## config.mk

```make
export PLATFORM = sky130hd
export DESIGN_NAME = mem_access_unit
export DESIGN_NICKNAME = d
export VERILOG_FILES = /design/src/rtl/mips_mem_pkg.sv /design/src/rtl/mem_lane_align.sv /design/src/rtl/mem_access_unit.sv
export SDC_FILE = /design/constraint.sdc
export NUM_CORES = 1
export LEC_CHECK = 0
export BUFFER_PORTS_ARGS = -buffer_cell sky130_fd_sc_hd__buf_2
export CAP_MARGIN = 20
export CELL_PAD_IN_SITES_DETAIL_PLACEMENT = 1
export CELL_PAD_IN_SITES_GLOBAL_PLACEMENT = 1
export CORE_MARGIN = 4
export CORE_UTILIZATION = 37
export DETAILED_ROUTE_END_ITERATION = 10
export PLACE_DENSITY_LB_ADDON = 0.1
export SYNTH_ARGS = -nofsm -noshare
export SYNTH_HDL_FRONTEND = slang
export SYNTH_SLANG_ARGS = --single-unit
export TNS_END_PERCENT = 30
```

## constraint.sdc

```tcl
create_clock -name clk -period 3.3 [get_ports clk]
set_input_delay 0.33 -clock clk [delete_from_list [all_inputs] [get_ports clk]]
set_output_delay 0.33 -clock clk [all_outputs]
set_load 0.02 [all_outputs]
```

## src/rtl/mips_mem_pkg.sv

```systemverilog
// Shared constants for the memory-access stage: MIPS load/store opcodes,
// writeback exception codes, FSM states and opcode classification helpers.
package mips_mem_pkg;

  localparam logic [5:0] OPC_LB  = 6'h20;
  localparam logic [5:0] OPC_LH  = 6'h21;
  localparam logic [5:0] OPC_LW  = 6'h23;
  localparam logic [5:0] OPC_LBU = 6'h24;
  localparam logic [5:0] OPC_LHU = 6'h25;
  localparam logic [5:0] OPC_SB  = 6'h28;
  localparam logic [5:0] OPC_SH  = 6'h29;
  localparam logic [5:0] OPC_SW  = 6'h2B;

  localparam logic [1:0] EXC_NONE   = 2'b00;
  localparam logic [1:0] EXC_ADEL   = 2'b01;
  localparam logic [1:0] EXC_ADES   = 2'b10;
  localparam logic [1:0] EXC_BUSERR = 2'b11;

  typedef enum logic [1:0] {
    S_IDLE = 2'd0,
    S_BUS  = 2'd1,
    S_DONE = 2'd2
  } state_t;

  function automatic logic is_mem_opc(input logic [5:0] opc);
    case (opc)
      OPC_LB, OPC_LH, OPC_LW, OPC_LBU, OPC_LHU,
      OPC_SB, OPC_SH, OPC_SW: is_mem_opc = 1'b1;
      default:                is_mem_opc = 1'b0;
    endcase
  endfunction

  function automatic logic is_load(input logic [5:0] opc);
    case (opc)
      OPC_LB, OPC_LH, OPC_LW, OPC_LBU, OPC_LHU: is_load = 1'b1;
      default:                                  is_load = 1'b0;
    endcase
  endfunction

  function automatic logic is_misaligned(input logic [5:0] opc, input logic [1:0] off);
    case (opc)
      OPC_LH, OPC_LHU, OPC_SH: is_misaligned = off[0];
      OPC_LW, OPC_SW:          is_misaligned = (off != 2'b00);
      default:                 is_misaligned = 1'b0;
    endcase
  endfunction

endpackage

```

## src/rtl/mem_lane_align.sv

```systemverilog
// Big-endian byte-lane steering: byte enables and store-data replication for
// the outgoing request, and extract/extend of the returned load word.
module mem_lane_align
  import mips_mem_pkg::*;
(
  input  logic [5:0]  st_opc,
  input  logic [1:0]  st_off,
  input  logic [31:0] st_data,
  output logic [3:0]  be,
  output logic [31:0] wdata,
  input  logic [5:0]  ld_opc,
  input  logic [1:0]  ld_off,
  input  logic [31:0] rdata,
  output logic [31:0] ld_data
);

  logic [7:0]  ld_byte;
  logic [15:0] ld_half;

  always_comb begin
    be    = 4'b1111;
    wdata = 32'h0;
    case (st_opc)
      OPC_LB, OPC_LBU, OPC_SB: be = 4'b1000 >> st_off;
      OPC_LH, OPC_LHU, OPC_SH: be = st_off[1] ? 4'b0011 : 4'b1100;
      default:                 be = 4'b1111;
    endcase
    case (st_opc)
      OPC_SB:  wdata = {4{st_data[7:0]}};
      OPC_SH:  wdata = {2{st_data[15:0]}};
      OPC_SW:  wdata = st_data;
      default: wdata = 32'h0;
    endcase
  end

  // Offset 0 is the most significant byte.
  always_comb begin
    ld_byte = 8'h0;
    ld_data = 32'h0;
    case (ld_off)
      2'd0:    ld_byte = rdata[31:24];
      2'd1:    ld_byte = rdata[23:16];
      2'd2:    ld_byte = rdata[15:8];
      default: ld_byte = rdata[7:0];
    endcase
    ld_half = ld_off[1] ? rdata[15:0] : rdata[31:16];
    case (ld_opc)
      OPC_LB:  ld_data = {{24{ld_byte[7]}}, ld_byte};
      OPC_LBU: ld_data = {24'h0, ld_byte};
      OPC_LH:  ld_data = {{16{ld_half[15]}}, ld_half};
      OPC_LHU: ld_data = {16'h0, ld_half};
      OPC_LW:  ld_data = rdata;
      default: ld_data = 32'h0;
    endcase
  end

endmodule

```

## src/rtl/mem_access_unit.sv

```systemverilog
// Memory stage: one load/store per request to a word-wide bus with byte enables.
// Define MEM_TIMEOUT_EN to add a bus-error timeout after TIMEOUT_CYC cycles in BUS.
//
// state  | meaning
// S_IDLE | ready; accept a memory opcode from execute
// S_BUS  | mem_req held with stable address/be/wdata until mem_ack
// S_DONE | one-cycle wb_valid with wb_data/wb_exc
module mem_access_unit
  import mips_mem_pkg::*;
#(
  parameter int ADDR_W      = 32,
  parameter int TIMEOUT_CYC = 255
) (
  input  logic              clk,
  input  logic              reset,
  input  logic              ex_valid,
  input  logic [5:0]        ex_opc,
  input  logic [ADDR_W-1:0] ex_ea,
  input  logic [31:0]       ex_dm_in,
  output logic              ex_ready,
  output logic              mem_req,
  output logic              mem_we,
  output logic [ADDR_W-3:0] mem_addr,
  output logic [3:0]        mem_be,
  output logic [31:0]       mem_wdata,
  input  logic              mem_ack,
  input  logic [31:0]       mem_rdata,
  output logic              wb_valid,
  output logic [31:0]       wb_data,
  output logic [1:0]        wb_exc
);

  if (TIMEOUT_CYC < 1 || TIMEOUT_CYC > 256) begin : g_bad_timeout
    $error("TIMEOUT_CYC must fit the 8-bit BUS cycle counter");
  end

  state_t      state;
  logic [5:0]  opc_q;
  logic [1:0]  off_q;
  logic [3:0]  be_next;
  logic [31:0] wdata_next;
  logic [31:0] ld_data;

  mem_lane_align u_align (
    .st_opc  (ex_opc),
    .st_off  (ex_ea[1:0]),
    .st_data (ex_dm_in),
    .be      (be_next),
    .wdata   (wdata_next),
    .ld_opc  (opc_q),
    .ld_off  (off_q),
    .rdata   (mem_rdata),
    .ld_data (ld_data)
  );

`ifdef MEM_TIMEOUT_EN
  localparam logic [7:0] TO_LAST = 8'(TIMEOUT_CYC - 1);
  logic [7:0] bus_cnt;
`endif

  always_ff @(posedge clk) begin
    if (reset) begin
      state     <= S_IDLE;
      opc_q     <= 6'h0;
      off_q     <= 2'b00;
      ex_ready  <= 1'b1;
      mem_req   <= 1'b0;
      mem_we    <= 1'b0;
      mem_addr  <= '0;
      mem_be    <= 4'h0;
      mem_wdata <= 32'h0;
      wb_valid  <= 1'b0;
      wb_data   <= 32'h0;
      wb_exc    <= EXC_NONE;
`ifdef MEM_TIMEOUT_EN
      bus_cnt   <= 8'h0;
`endif
    end else begin
      wb_valid <= 1'b0;
      case (state)
        S_IDLE: begin
          if (ex_valid && is_mem_opc(ex_opc)) begin
            ex_ready <= 1'b0;
            if (is_misaligned(ex_opc, ex_ea[1:0])) begin
              state    <= S_DONE;
              wb_valid <= 1'b1;
              wb_data  <= 32'h0;
              wb_exc   <= is_load(ex_opc) ? EXC_ADEL : EXC_ADES;
            end else begin
              state     <= S_BUS;
              opc_q     <= ex_opc;
              off_q     <= ex_ea[1:0];
              mem_req   <= 1'b1;
              mem_we    <= ~is_load(ex_opc);
              mem_addr  <= ex_ea[ADDR_W-1:2];
              mem_be    <= be_next;
              mem_wdata <= wdata_next;
`ifdef MEM_TIMEOUT_EN
              bus_cnt   <= 8'h0;
`endif
            end
          end
        end
        S_BUS: begin
          if (mem_ack) begin
            state    <= S_DONE;
            mem_req  <= 1'b0;
            wb_valid <= 1'b1;
            wb_data  <= is_load(opc_q) ? ld_data : 32'h0;
            wb_exc   <= EXC_NONE;
          end
`ifdef MEM_TIMEOUT_EN
          // An ack in the final cycle takes the branch above and completes normally.
          else if (bus_cnt == TO_LAST) begin
            state    <= S_DONE;
            mem_req  <= 1'b0;
            wb_valid <= 1'b1;
            wb_data  <= 32'h0;
            wb_exc   <= EXC_BUSERR;
          end else begin
            bus_cnt <= bus_cnt + 8'd1;
          end
`endif
        end
        S_DONE: begin
          state    <= S_IDLE;
          ex_ready <= 1'b1;
          wb_data  <= 32'h0;
          wb_exc   <= EXC_NONE;
        end
        default: begin
          state    <= S_IDLE;
          ex_ready <= 1'b1;
          mem_req  <= 1'b0;
        end
      endcase
    end
  end

endmodule
```

-- After elaboration in Yosys (flattened, before gate mapping)
Cells that the tools add are included.
- register bits: 114
- latch bits: 0
- RAM bits: 0
- memory bits (read-only): 0
- logic and storage cells: 104
- memories kept: 0
- add/sub/neg operators: 0
- multipliers: 0
- div/mod/pow operators: 0
- order comparisons: 0
- equality and inequality tests: 21
- shifts and indexed selects: 1
- muxes and demuxes: 50
- bitwise gates (word level): 4
- reduce and logical (&&, ||, !) cells: 16
- operators by type and width (kind ; number):
    $pmux 32 s3 ; 2
    $pmux 32 s5 ; 1
    $mux 32 ; 4
    $eq 6x6->1 const B ; 13
    $mux 1 ; 26
    $pmux 8 s3 ; 1
    $mux 16 ; 1
    $mux 2 ; 7
    $reduce_or 5->1 ; 2
    $ne 2x2->1 const B ; 4
    $pmux 4 s2 ; 1
    $reduce_and 4->1 ; 2
    $reduce_or 8->1 ; 1
    $pmux 1 s2 ; 3
    $pmux 2 s3 ; 1
    $reduce_or 3->1 ; 2
    $eq 2x1->1 const B ; 2
    $eq 2x2->1 const B ; 2
    $logic_not 2->1 ; 2
    $mux 4 ; 1
    $not 1->1 ; 4
    $pmux 2 s2 ; 1
    $reduce_and 2->1 ; 2
    $shr 4x2->4 const A ; 1
    other kinds (6) ; 6

-- Longest topological paths before layout
Gate-level depths: netlist of run 1.
- word-level depth: 17
- gate-level depth with buffers: 9

-- Hierarchy
From an unflattened synthesis of run 1, not the netlist that was laid out.
- cell total of the unflattened synthesis: 642
- area, all modules: 5773.0 um^2
- modules (own cells, without submodules) (module ; instances ; cells an instance ; area an instance (um^2) ; sequential area each (um^2)):
    mem_access_unit ; 1 ; 440 ; 4475.5 ; 2282.2
    mem_lane_align ; 1 ; 202 ; 1297.5 ; 0.0

-- Worst setup path before layout of run 1
Ideal clock, no wire load.
- path type: flip-flop to flip-flop
- start point: register state[1]
- end point: register wb_data[27]
- library setup time: 0.117 ns
- arrival time: 1.848 ns
- required time: 3.183 ns
- slack: 1.335 ns
- stages on the path, launching flop included: 10
- clock period less this slack: 1.965 ns
- cell sequence: dfxtp_1 > inv_1 > ha_1 > nor2b_1 > nor3_1 > a31oi_4 > nor2b_1 > buf_6 > buf_6 > a22o_1
- longest elaborated chain between the ends: 3
- RTL lines (what ; line ; RTL):
    start: declaration ; mem_access_unit.sv:37 ; state_t state;
    start signal: assignment ; mem_access_unit.sv:63 ; state <= S_IDLE;
    start signal: assignment ; mem_access_unit.sv:85 ; state <= S_DONE;
    start signal: assignment ; mem_access_unit.sv:90 ; state <= S_BUS;
    $eq 2x1->1 (tied with other cells) ; mem_access_unit.sv:80 ; case (state)
    $ne 2x2->1 (no line) or $reduce_bool 3->1 (tied branches) ; n/a ;
    $reduce_and 4->1 (no line) ; n/a ;
    end signal: assignment ; mem_access_unit.sv:109 ; wb_data <= is_load(opc_q) ? ld_data : 32'h0;
    end: declaration ; mem_access_unit.sv:29 ; output logic [31:0] wb_data,
Parallel ways exist; a longest one is shown, timed or not.
A chain may end at the register's enable or synchronous reset.

-- Worst setup path after layout of run 1
- start point: register off_q[1]
- end point: register wb_data[9]
- longest elaborated chain between the ends: 6
- RTL lines (what ; line ; RTL):
    start: declaration ; mem_access_unit.sv:39 ; logic [1:0] off_q;
    start signal: assignment ; mem_access_unit.sv:92 ; off_q <= ex_ea[1:0];
    $eq 2x2->1 (tied with other cells) ; mem_lane_align.sv:40 ; case (ld_off)
    $pmux 8 s3 ; mem_lane_align.sv:40 ;
    $pmux 32 s5 (*) ; mem_lane_align.sv:47 ; case (ld_opc)
    $mux 32 (*) ; mem_access_unit.sv:109 ;
    $mux 32 (*) ; mem_access_unit.sv:105 ; if (mem_ack) begin
    $pmux 32 s3 (*) ; mem_access_unit.sv:80 ;
Every way passes the cells marked *; elsewhere a longest branch is shown, timed or not. The select of a mux whose other input is x is not followed.

==> results.json, run 1 <==
{
  "overflow": 0,
  "path_max_fanout": 17,
  "reg2reg_from": "off_q[1]",
  "grt-busiest-layer": "met2",
  "drtIter0Drc": 253,
  "cts_hold_buffers": 0,
  "clkTransAtPathRegs_ns": 0.05,
  "clk_latency_ns": 0.41,
  "rows": 42,
  "seqCellArea_mm2": 0.00228,
  "pwr-share-clk_pct": 47.4,
  "worstSetupPathType": "flop to flop",
  "tns_ns": 0,
  "fin_skew_ns": 0.0109,
  "worstRegToRegCells": 4,
  "end_kind": "flop",
  "worstSetupStartpoint": "off_q[1]",
  "drive_gt1_share_pct": 35.9,
  "setup_violations": 0,
  "start_util_pct": 37.7,
  "dp_slack_ns": 0.860,
  "cts_inserted_buffers": 17,
  "via_count": 4954,
  "cts_setup_buffers": 0,
  "num_antenna_cells": 0,
  "drtAntennaViolNets": 0,
  "p_per_area_mw_per_mm2": 522,
  "rsz0062_at_grt": "no",
  "ys_async_sr_fraction_pct": 0,
  "power_w": 0.00348,
  "period_minus_slack_ns": 2.27,
  "use_met1_pct": 24.9,
  "cts_tree": "built",
  "syn_area_mm2": 0.00499,
  "timing.final.ws_setup_ns": 1.03,
  "wl_per_cell_um": 18.0,
  "final_hold_viol_count": 0,
  "synth_edf_count": 0,
  "syn2layout_area_growth_pct": 33.4,
  "synth-seq-cells": 114,
  "irDropWorstVdd_mv": 0.323,
  "slew_headroom_pct": 50.2,
  "viasPerCell": 5.28,
  "yosysSeqAreaShare_pct": 45.7,
  "max_cap_viol_count": 0,
  "combPwrFrac_pct": 11.3,
  "die_h_um": 124,
  "ctsResizeCount": 0,
  "port_buffers": 209,
  "yosysWarnings": 0,
  "die_area_mm2": 0.0154,
  "met3_usage_pct": 7.45,
  "ys.flop_type": "dfxtp_1",
  "maxClockFrequency_mhz": 440,
  "dp_hpwl_um": 12400,
  "p_sw_w": 0.000860,
  "worst_pin_slew_ns": 0.745,
  "cellLeakagePower_nw": 3.07,
  "fillers": 1646,
  "crit_required_ns": 3.59,
  "ys_types": 52,
  "die_w_um": 124,
  "status": "completed",
  "r2r_slack_ns": 1.03,
  "cts_buffer_depth": 2,
  "grt.met2_usage_pct": 37.2,
  "clock-sinks": 114,
  "crit_path_start_kind": "flop",
  "dr.pass1.iters": 5,
  "syn_area_per_cell_um2": 8.97,
  "p_int_w": 0.00262,
  "slew_violations": 0,
  "critical_path.endpoint": "wb_data[9]",
  "yosysTopAreaCellShare_pct": 45.7,
  "routed_wl_um": 16900,
  "r2r_end": "wb_data[9]",
  "synth_nets": 667,
  "grt_first_pass_wirelength_um": 25800,
  "final_nets": 860,
  "post-route-period-util_pct": 68.8,
  "gp_congestion": 0.814,
  "ctsHtreeMaxLevel": 4,
  "grt_max_degree": 55,
  "gr-usage-all-layers_pct": 21.6,
  "drc": 0,
  "synth_top_area_cell": "dfxtp_1",
  "ios": 210,
  "cts.root.buffer_cell": "clkbuf_16",
  "multi_input_area_mm2": 0.00246,
  "grt_pass1_vias": 5052,
  "netSwitchingFraction_pct": 24.7,
  "cp.arrival_ns": 2.56,
  "antenna_found_initial": 0,
  "yosys-top-cells-area": "dfxtp_1, nand2_1, a21oi_1",
  "seq_power_share_pct": 41.3,
  "min_path_type": "primary input to flop",
  "syn_inst": 557,
  "coreArea_mm2": 0.0132
}
[routing by layer]
metal,wire (um),vias to the layer above
met5,0,-
met4,208,0
met3,1280,14
met2,8590,156
met1,6860,2386
li1,-,2398
[cell usage after synthesis (2+ instances only)]
cell,count
nor4b_4,2
dfxtp_1,114
mux2_2,8
nand3_1,9
nor3_1,34
a21oi_1,54
a22o_1,26
inv_1,6
nor3_2,2
nor2_1,50
nand3b_1,2
nor2b_1,3
buf_2,15
nand4_1,2
a222oi_1,7
clkbuf_1,20
ha_1,4
nor4_1,2
a211oi_4,2
o2bb2ai_1,8
nor3b_1,3
a221o_1,8
a211oi_1,17
a221oi_1,8
a21o_1,16
mux2i_1,11
buf_4,5
nor2_2,2
nand2_1,86
o21ai_0,2
nand2b_1,5
buf_6,4
[worst min path at each step]
stage / cells past startpoint / start / endpoint / slack [ns]
3_5_place_dp: 2 / mem_addr[5] / mem_addr[5] / 0.45
2_1_floorplan: 2 / opc_q[2] / opc_q[2] / 0.45
5_1_grt: 3 / ex_ea[14] / mem_addr[12] / 0.15
3_3_place_gp: 2 / mem_addr[14] / mem_addr[14] / 0.44
4_1_cts: 3 / ex_ea[26] / mem_addr[24] / 0.14
6_report: 3 / ex_ea[30] / mem_addr[28] / 0.16
[logic make-up after synthesis]
kind of cell / Yosys count / synth area share (%)
DFF: 114 / 45.7
muxes: 20 / 4.46
adders and majority gates: 4 / 1.00
AOI/OAI and AO/OA: 157 / 23.7
and+or+nand+nor: 210 / 19.9
buffers and inverters: 52 / 5.29
[critical path, cell delays in order, from the launching register on]
cell and delay [ns]:
dfxtp_1 0.80, mux4_2 0.62, nor3b_2 0.24, a221o_1 0.30, a22o_1 0.20
[layout make-up]
| type | count | share of cell area (%) |
|---|---|---|
| clock buffers | 27 | 7.70 |
| clock inverters | 5 | 0.376 |
| inverters | 6 | 0.338 |
| multi-input cells | 391 | 36.9 |
| flip-flops and latches | 114 | 34.3 |
| well taps | 176 | 3.31 |
| repair buffers | 220 | 17.1 |
[stage by stage]
step | std cells | instance area [um^2] | util (%) | hold WS [ns]
6_report | 939 | 6660 | 50.3 | 0.159
5_1_grt | 939 | 6660 | 50.3 | 0.147
4_1_cts | 939 | 6660 | 50.3 | 0.143
3_5_place_dp | 907 | 6120 | 46.2 | 0.447
3_3_place_gp | 907 | 6120 | 46.2 | 0.438
2_1_floorplan | 557 | 4990 | - | 0.447
[power by group through the flow]
stage | clock network [W] | registers, W | logic [W]
after floorplan | 0 | 0.00149 | 0.000209
after global placement | 0 | 0.00146 | 0.000386
after detailed placement | 0 | 0.00146 | 0.000396
after CTS | 0.00169 | 0.00144 | 0.000398
after global routing | 0.00175 | 0.00144 | 0.000431
final | 0.00165 | 0.00144 | 0.000394
[cells in the final DEF, fill, tap and decap left out, drive strengths merged, types with 3 or more instances in the layout]
| cell type | instances |
|---|---|
| a211oi | 19 |
| a21o | 16 |
| a21oi | 54 |
| a221o | 8 |
| a221oi | 8 |
| a222oi | 7 |
| a22o | 26 |
| buf | 220 |
| clkbuf | 27 |
| clkinv | 5 |
| dfxtp | 114 |
| ha | 4 |
| inv | 6 |
| mux2 | 8 |
| mux2i | 11 |
| nand2 | 86 |
| nand2b | 6 |
| nand3 | 9 |
| nor2 | 52 |
| nor2b | 3 |
| nor3 | 36 |
| nor3b | 4 |
| o2bb2ai | 8 |
[state kept, by name (all words and copies together), names as in the netlist]
register   cells
off_q          2
ex_ready       1
mem_wdata     32
wb_data       32
opc_q          6
mem_be         4
mem_addr      30
mem_req        1
mem_we         1
wb_exc         2
wb_valid       1
state          2
No activity file was read; power rests on OpenSTA's default activity.
==> inputs of run 2 (changes only) <==
--- a/config.mk
+++ b/config.mk
@@ -10,7 +10,7 @@
 export CELL_PAD_IN_SITES_DETAIL_PLACEMENT = 1
 export CELL_PAD_IN_SITES_GLOBAL_PLACEMENT = 1
 export CORE_MARGIN = 4
-export CORE_UTILIZATION = 37
+export CORE_UTILIZATION = 35
 export DETAILED_ROUTE_END_ITERATION = 10
 export PLACE_DENSITY_LB_ADDON = 0.1
 export SYNTH_ARGS = -nofsm -noshare
==> constraint.sdc (replaced) <==
create_clock -name clk -period 2.25 [get_ports clk]
set_input_delay 0.225 -clock clk [delete_from_list [all_inputs] [get_ports clk]]
set_output_delay 0.225 -clock clk [all_outputs]
set_load 0.02 [all_outputs]
==> results.json, run 2 (synthesis results as in run 1) <==
{
  "viasPerCell": 5.22,
  "grt_pass1_vias": 5325,
  "most-common-layout-cells": "buf_2, dfxtp_1, nand2_1, a21oi_1, nor2_1",
  "clkTransAtPathRegs_ns": 0.05,
  "cts_tree": "built",
  "worstRegToRegCells": 7,
  "final_hold_viol_count": 0,
  "slowest_stage": "nor2b_4",
  "gp_congestion": 0.816,
  "grt_max_degree": 53,
  "dr.pass1.iters": 4,
  "die_w_um": 127,
  "post_dp_cell_area_mm2": 0.00629,
  "p_int_w": 0.00395,
  "cp.arrival_ns": 2.33,
  "power_w": 0.00522,
  "worst_hold_slack_ns": 0.0519,
  "p_per_area_mw_per_mm2": 762,
  "start_util_pct": 35.8,
  "drtAntennaViolNets": 0,
  "wl_per_cell_um": 17.8,
  "cts_inserted_buffers": 17,
  "ios": 210,
  "pwr-share-clk_pct": 47.8,
  "antenna_found_initial": 0,
  "p_sw_w": 0.00128,
  "gr-usage-all-layers_pct": 21.0,
  "fin_area_mm2": 0.00686,
  "crit_required_ns": 2.59,
  "drtIter0Drc": 306,
  "critical_path.endpoint": "wb_data[15]",
  "dp_hpwl_um": 12800,
  "reg_top3": "mem_wdata (32), wb_data (32), mem_addr (30)",
  "crit_path_start_kind": "flop",
  "overflow": 0,
  "cpPeakStageDelay_ns": 0.41,
  "coreArea_mm2": 0.0139,
  "die_area_mm2": 0.0162,
  "max_cap_viol_count": 0,
  "routed_wl_um": 17100,
  "reg2reg_from": "state[0]",
  "syn2layout_area_growth_pct": 37.3,
  "grt_first_pass_wirelength_um": 27400,
  "worstSetupStartpoint": "state[0]",
  "post-route-period-util_pct": 88.2,
  "port_buffers": 209,
  "layout_commonest_cell": "buf_2",
  "fin_skew_ns": 0.00556,
  "min_from": "ex_ea[25]",
  "status": "completed",
  "die_h_um": 127,
  "worst_pin_slew_ns": 0.588,
  "rows": 43,
  "netSwitchingFraction_pct": 24.5,
  "cellLeakagePower_nw": 3.18,
  "worstSetupPathType": "flop to flop",
  "cts.root.buffer_cell": "clkbuf_16",
  "r2r_slack_ns": 0.27,
  "period_minus_slack_ns": 1.98,
  "r2r_end": "wb_data[15]",
  "end_kind": "flop",
  "seq_power_share_pct": 40.2,
  "slew_headroom_pct": 60.6,
  "maxClockFrequency_mhz": 504,
  "rsz0062_at_grt": "no",
  "via_count": 5005,
  "final_nets": 878,
  "num_antenna_cells": 0,
  "cts_hold_buffers": 0,
  "ctsHtreeMaxLevel": 4,
  "path_max_fanout": 18,
  "cts_buffer_depth": 2,
  "drc": 0,
  "irDropWorstVdd_mv": 0.499,
  "crit_chain": "ha_1 > nor2b_1 > nor3_1 > a31oi_4 > nor2b_4 > buf_8 > a22o_1",
  "min_path_type": "primary input to flop",
  "setup_violations": 0,
  "drive_gt1_share_pct": 37.4,
  "slew_violations": 0,
  "combPwrFrac_pct": 11.9,
  "tns_ns": 0,
  "clock-sinks": 114,
  "clk_latency_ns": 0.40
}
run 2: changes by cell type in the layout (fill, tap and decap cells not counted), sizes merged:
cell      change
bufinv        +1
buf          +16
clkinv        -2
clkinvlp      +1
run 2: area by class of cell:
class / instances / area [um^2]
Timing Repair Buffer: 238 / 1320
Sequential cell: 114 / 2280
Fill cell: 1697 / 7080
Multi-Input combinational cell: 391 / 2460
Inverter: 6 / 22.5
Clock inverter: 5 / 52.6
Clock buffer: 25 / 495
Tap cell: 180 / 225
run 2: worst min path at each step:
stage,slack (ns),cells past startpoint,end
2_1_floorplan,0.36,2,off_q[0]
3_3_place_gp,0.44,2,mem_wdata[5]
3_5_place_dp,0.45,2,mem_addr[10]
4_1_cts,0.03,3,mem_addr[23]
5_1_grt,0.04,3,mem_addr[26]
6_report,0.05,3,mem_addr[23]
run 2: per-stage QoR:
step                      utilization, %  setup WS (ns)  instances
after floorplan                        -          0.285        557
after global placement              45.1         -0.122        926
after detailed placement            45.2         0.0371        927
after CTS                           49.1         0.0221        957
after global routing                49.2         0.0466        959
final                               49.2          0.265        959
run 2: critical path: cells and delay by family (launching register included):
family	cells	cell delay [ns]
compound gates	2	0.38
flops	1	0.37
fa+ha+maj	1	0.19
simple gates	3	0.77
buf+inv	1	0.22
run 2: power groups by stage:
| stage | Combinational [W] | Clock, W | Sequential (W) |
|---|---|---|---|
| floorplan | 0.000306 | 0 | 0.00219 |
| global placement | 0.000593 | 0 | 0.00214 |
| detailed placement | 0.000621 | 0 | 0.00214 |
| CTS | 0.000625 | 0.00256 | 0.00210 |
| global route | 0.000685 | 0.00266 | 0.00211 |
| finish | 0.000624 | 0.00250 | 0.00210 |
run 2: what timing repair did:
| item | CTS | global route |
|---|---|---|
| endpoints found under the setup margin | 0 | 26 |
| setup buffers | 0 | 0 |
| resized for setup | 0 | 1 |
run 2: routing by layer:
metal / vias to the layer above / GRT usage (%) / share of wire (%)
li1: 2430 / - / -
met1: 2399 / 25.6 / 42
met2: 158 / 35.2 / 49
met3: 18 / 6.77 / 7.4
met4: 0 / 6.88 / 1.3
met5: - / 0 / 0
==> inputs of run 3 (changes only) <==
--- a/config.mk
+++ b/config.mk
@@ -10,7 +10,8 @@
 export CELL_PAD_IN_SITES_DETAIL_PLACEMENT = 1
 export CELL_PAD_IN_SITES_GLOBAL_PLACEMENT = 1
 export CORE_MARGIN = 4
-export CORE_UTILIZATION = 35
+export CORE_UTILIZATION = 36
+export CTS_BUF_LIST = sky130_fd_sc_hd__clkbuf_8
 export DETAILED_ROUTE_END_ITERATION = 10
 export PLACE_DENSITY_LB_ADDON = 0.1
 export SYNTH_ARGS = -nofsm -noshare
==> results.json, run 3 (synthesis results as in run 1) <==
{
  "r2r_slack_ns": 0.20,
  "irDropWorstVdd_mv": 0.319,
  "drtAntennaViolNets": 0,
  "via_count": 5009,
  "period_minus_slack_ns": 2.05,
  "rsz0062_at_grt": "no",
  "status": "completed",
  "dp_hpwl_um": 12400,
  "cts.root.buffer_cell": "clkbuf_8",
  "cp.arrival_ns": 2.40,
  "critical_path.endpoint": "wb_data[4]",
  "worst_pin_slew_ns": 0.603,
  "die_area_mm2": 0.0158,
  "grt_max_degree": 75,
  "post-route-period-util_pct": 91.3,
  "drtIter0Drc": 205,
  "final_nets": 865,
  "viasPerCell": 5.31,
  "grt_first_pass_wirelength_um": 26900,
  "cellLeakagePower_nw": 3.04,
  "gr-usage-all-layers_pct": 20.8,
  "coreArea_mm2": 0.0134,
  "worstRegToRegCells": 5,
  "port_buffers": 209,
  "final_hold_viol_count": 0,
  "gp_congestion": 0.800,
  "clock-sinks": 114,
  "most-common-layout-cells": "buf_2, dfxtp_1, nand2_1, a21oi_1, nor2_1",
  "slew_violations": 0,
  "maxClockFrequency_mhz": 487,
  "clk_latency_ns": 0.42,
  "cts_buffer_depth": 2,
  "routed_wl_um": 16700,
  "overflow": 0,
  "worstSetupPathType": "flop to flop",
  "cts_inserted_buffers": 17,
  "max_cap_viol_count": 0,
  "die_w_um": 126,
  "layout_commonest_cell": "buf_2",
  "reg2reg_from": "opc_q[0]",
  "tns_ns": 0,
  "crit_required_ns": 2.60,
  "antenna_found_initial": 0,
  "drive_gt1_share_pct": 36.8,
  "reg_top3": "mem_wdata (32), wb_data (32), mem_addr (30)",
  "rows": 42,
  "drc": 0,
  "p_per_area_mw_per_mm2": 696,
  "cts_setup_buffers": 0,
  "num_antenna_cells": 0,
  "end_kind": "flop",
  "min_path_type": "primary input to flop",
  "ctsHtreeMaxLevel": 4,
  "crit_path_start_kind": "flop",
  "wl_per_cell_um": 17.7,
  "cts_tree": "built",
  "die_h_um": 126,
  "syn2layout_area_growth_pct": 31.7,
  "start_util_pct": 37.3,
  "path_max_fanout": 11,
  "post_dp_cell_area_mm2": 0.00617,
  "grt_pass1_vias": 5235,
  "dr.pass1.iters": 4,
  "fin_skew_ns": 0.00681,
  "ios": 210,
  "worstSetupStartpoint": "opc_q[0]",
  "fin_area_mm2": 0.00658,
  "clkTransAtPathRegs_ns": 0.07,
  "slew_headroom_pct": 59.8,
  "r2r_end": "wb_data[4]",
  "setup_violations": 0
}
[run 3: cell type report]
class                      instances  area [um^2]
sequential                       114         2280
clock buffer                      20          275
timing repair buffer             225         1200
clock inverter                    12          115
tap                              176          220
inverter                           6         22.5
fill                            1640         6820
multi-input combinational        391         2460
[run 3: worst min path at each step]
stage | start | endpoint | slack, ns | cells past startpoint
floorplan | ex_ea[0] | off_q[0] | 0.36 | 2
global placement | mem_addr[14] | mem_addr[14] | 0.44 | 2
detailed placement | mem_wdata[5] | mem_wdata[5] | 0.45 | 2
CTS | ex_ea[19] | mem_addr[17] | 0.003 | 3
global route | ex_ea[11] | mem_addr[9] | 0.01 | 3
finish | ex_ea[15] | mem_addr[13] | 0.04 | 3
[run 3: timing repair]
action,4_1_cts,5_1_grt
hold buffers,0,0
gates resized for setup,0,1
setup endpoints to repair,0,1
[run 3: per-stage QoR]
| stage | util [%] | hold WS [ns] | worst slack (ns) | cells | total power, W |
|---|---|---|---|---|---|
| global placement | 46.1 | 0.439 | 0.283 | 910 | 0.00271 |
| finish | 49.1 | 0.0360 | 0.197 | 944 | 0.00457 |
| CTS | 49.0 | 0.00322 | 0.0995 | 942 | 0.00464 |
| global route | 49.1 | 0.0136 | 0.00869 | 944 | 0.00480 |
| detailed placement | 46.1 | 0.447 | 0.167 | 910 | 0.00274 |
| floorplan | - | 0.361 | 0.285 | 557 | 0.00250 |
[run 3: power breakdown]
group / switching [W] / internal [W]
Clock: 0.000833 / 0.00105
Combinational: 0.000353 / 0.000237
Sequential: 0.0000311 / 0.00207
Total: 0.00122 / 0.00336
[run 3: layer usage]
metal,global-route usage [%],up-vias,part of all wire (%)
met5,0,-,0
li1,-,2406,-
met2,36.5,170,50
met4,7.13,0,1.7
met1,23.7,2412,40
met3,7.32,21,8.6
[run 3: worst max-delay path, stage by stage (launching register included)]
cell,delay (ns)
dfxtp_1,0.60
nor2_1,0.16
or3b_1,0.39
a21oi_1,0.48
a222oi_1,0.16
o2bb2ai_1,0.18
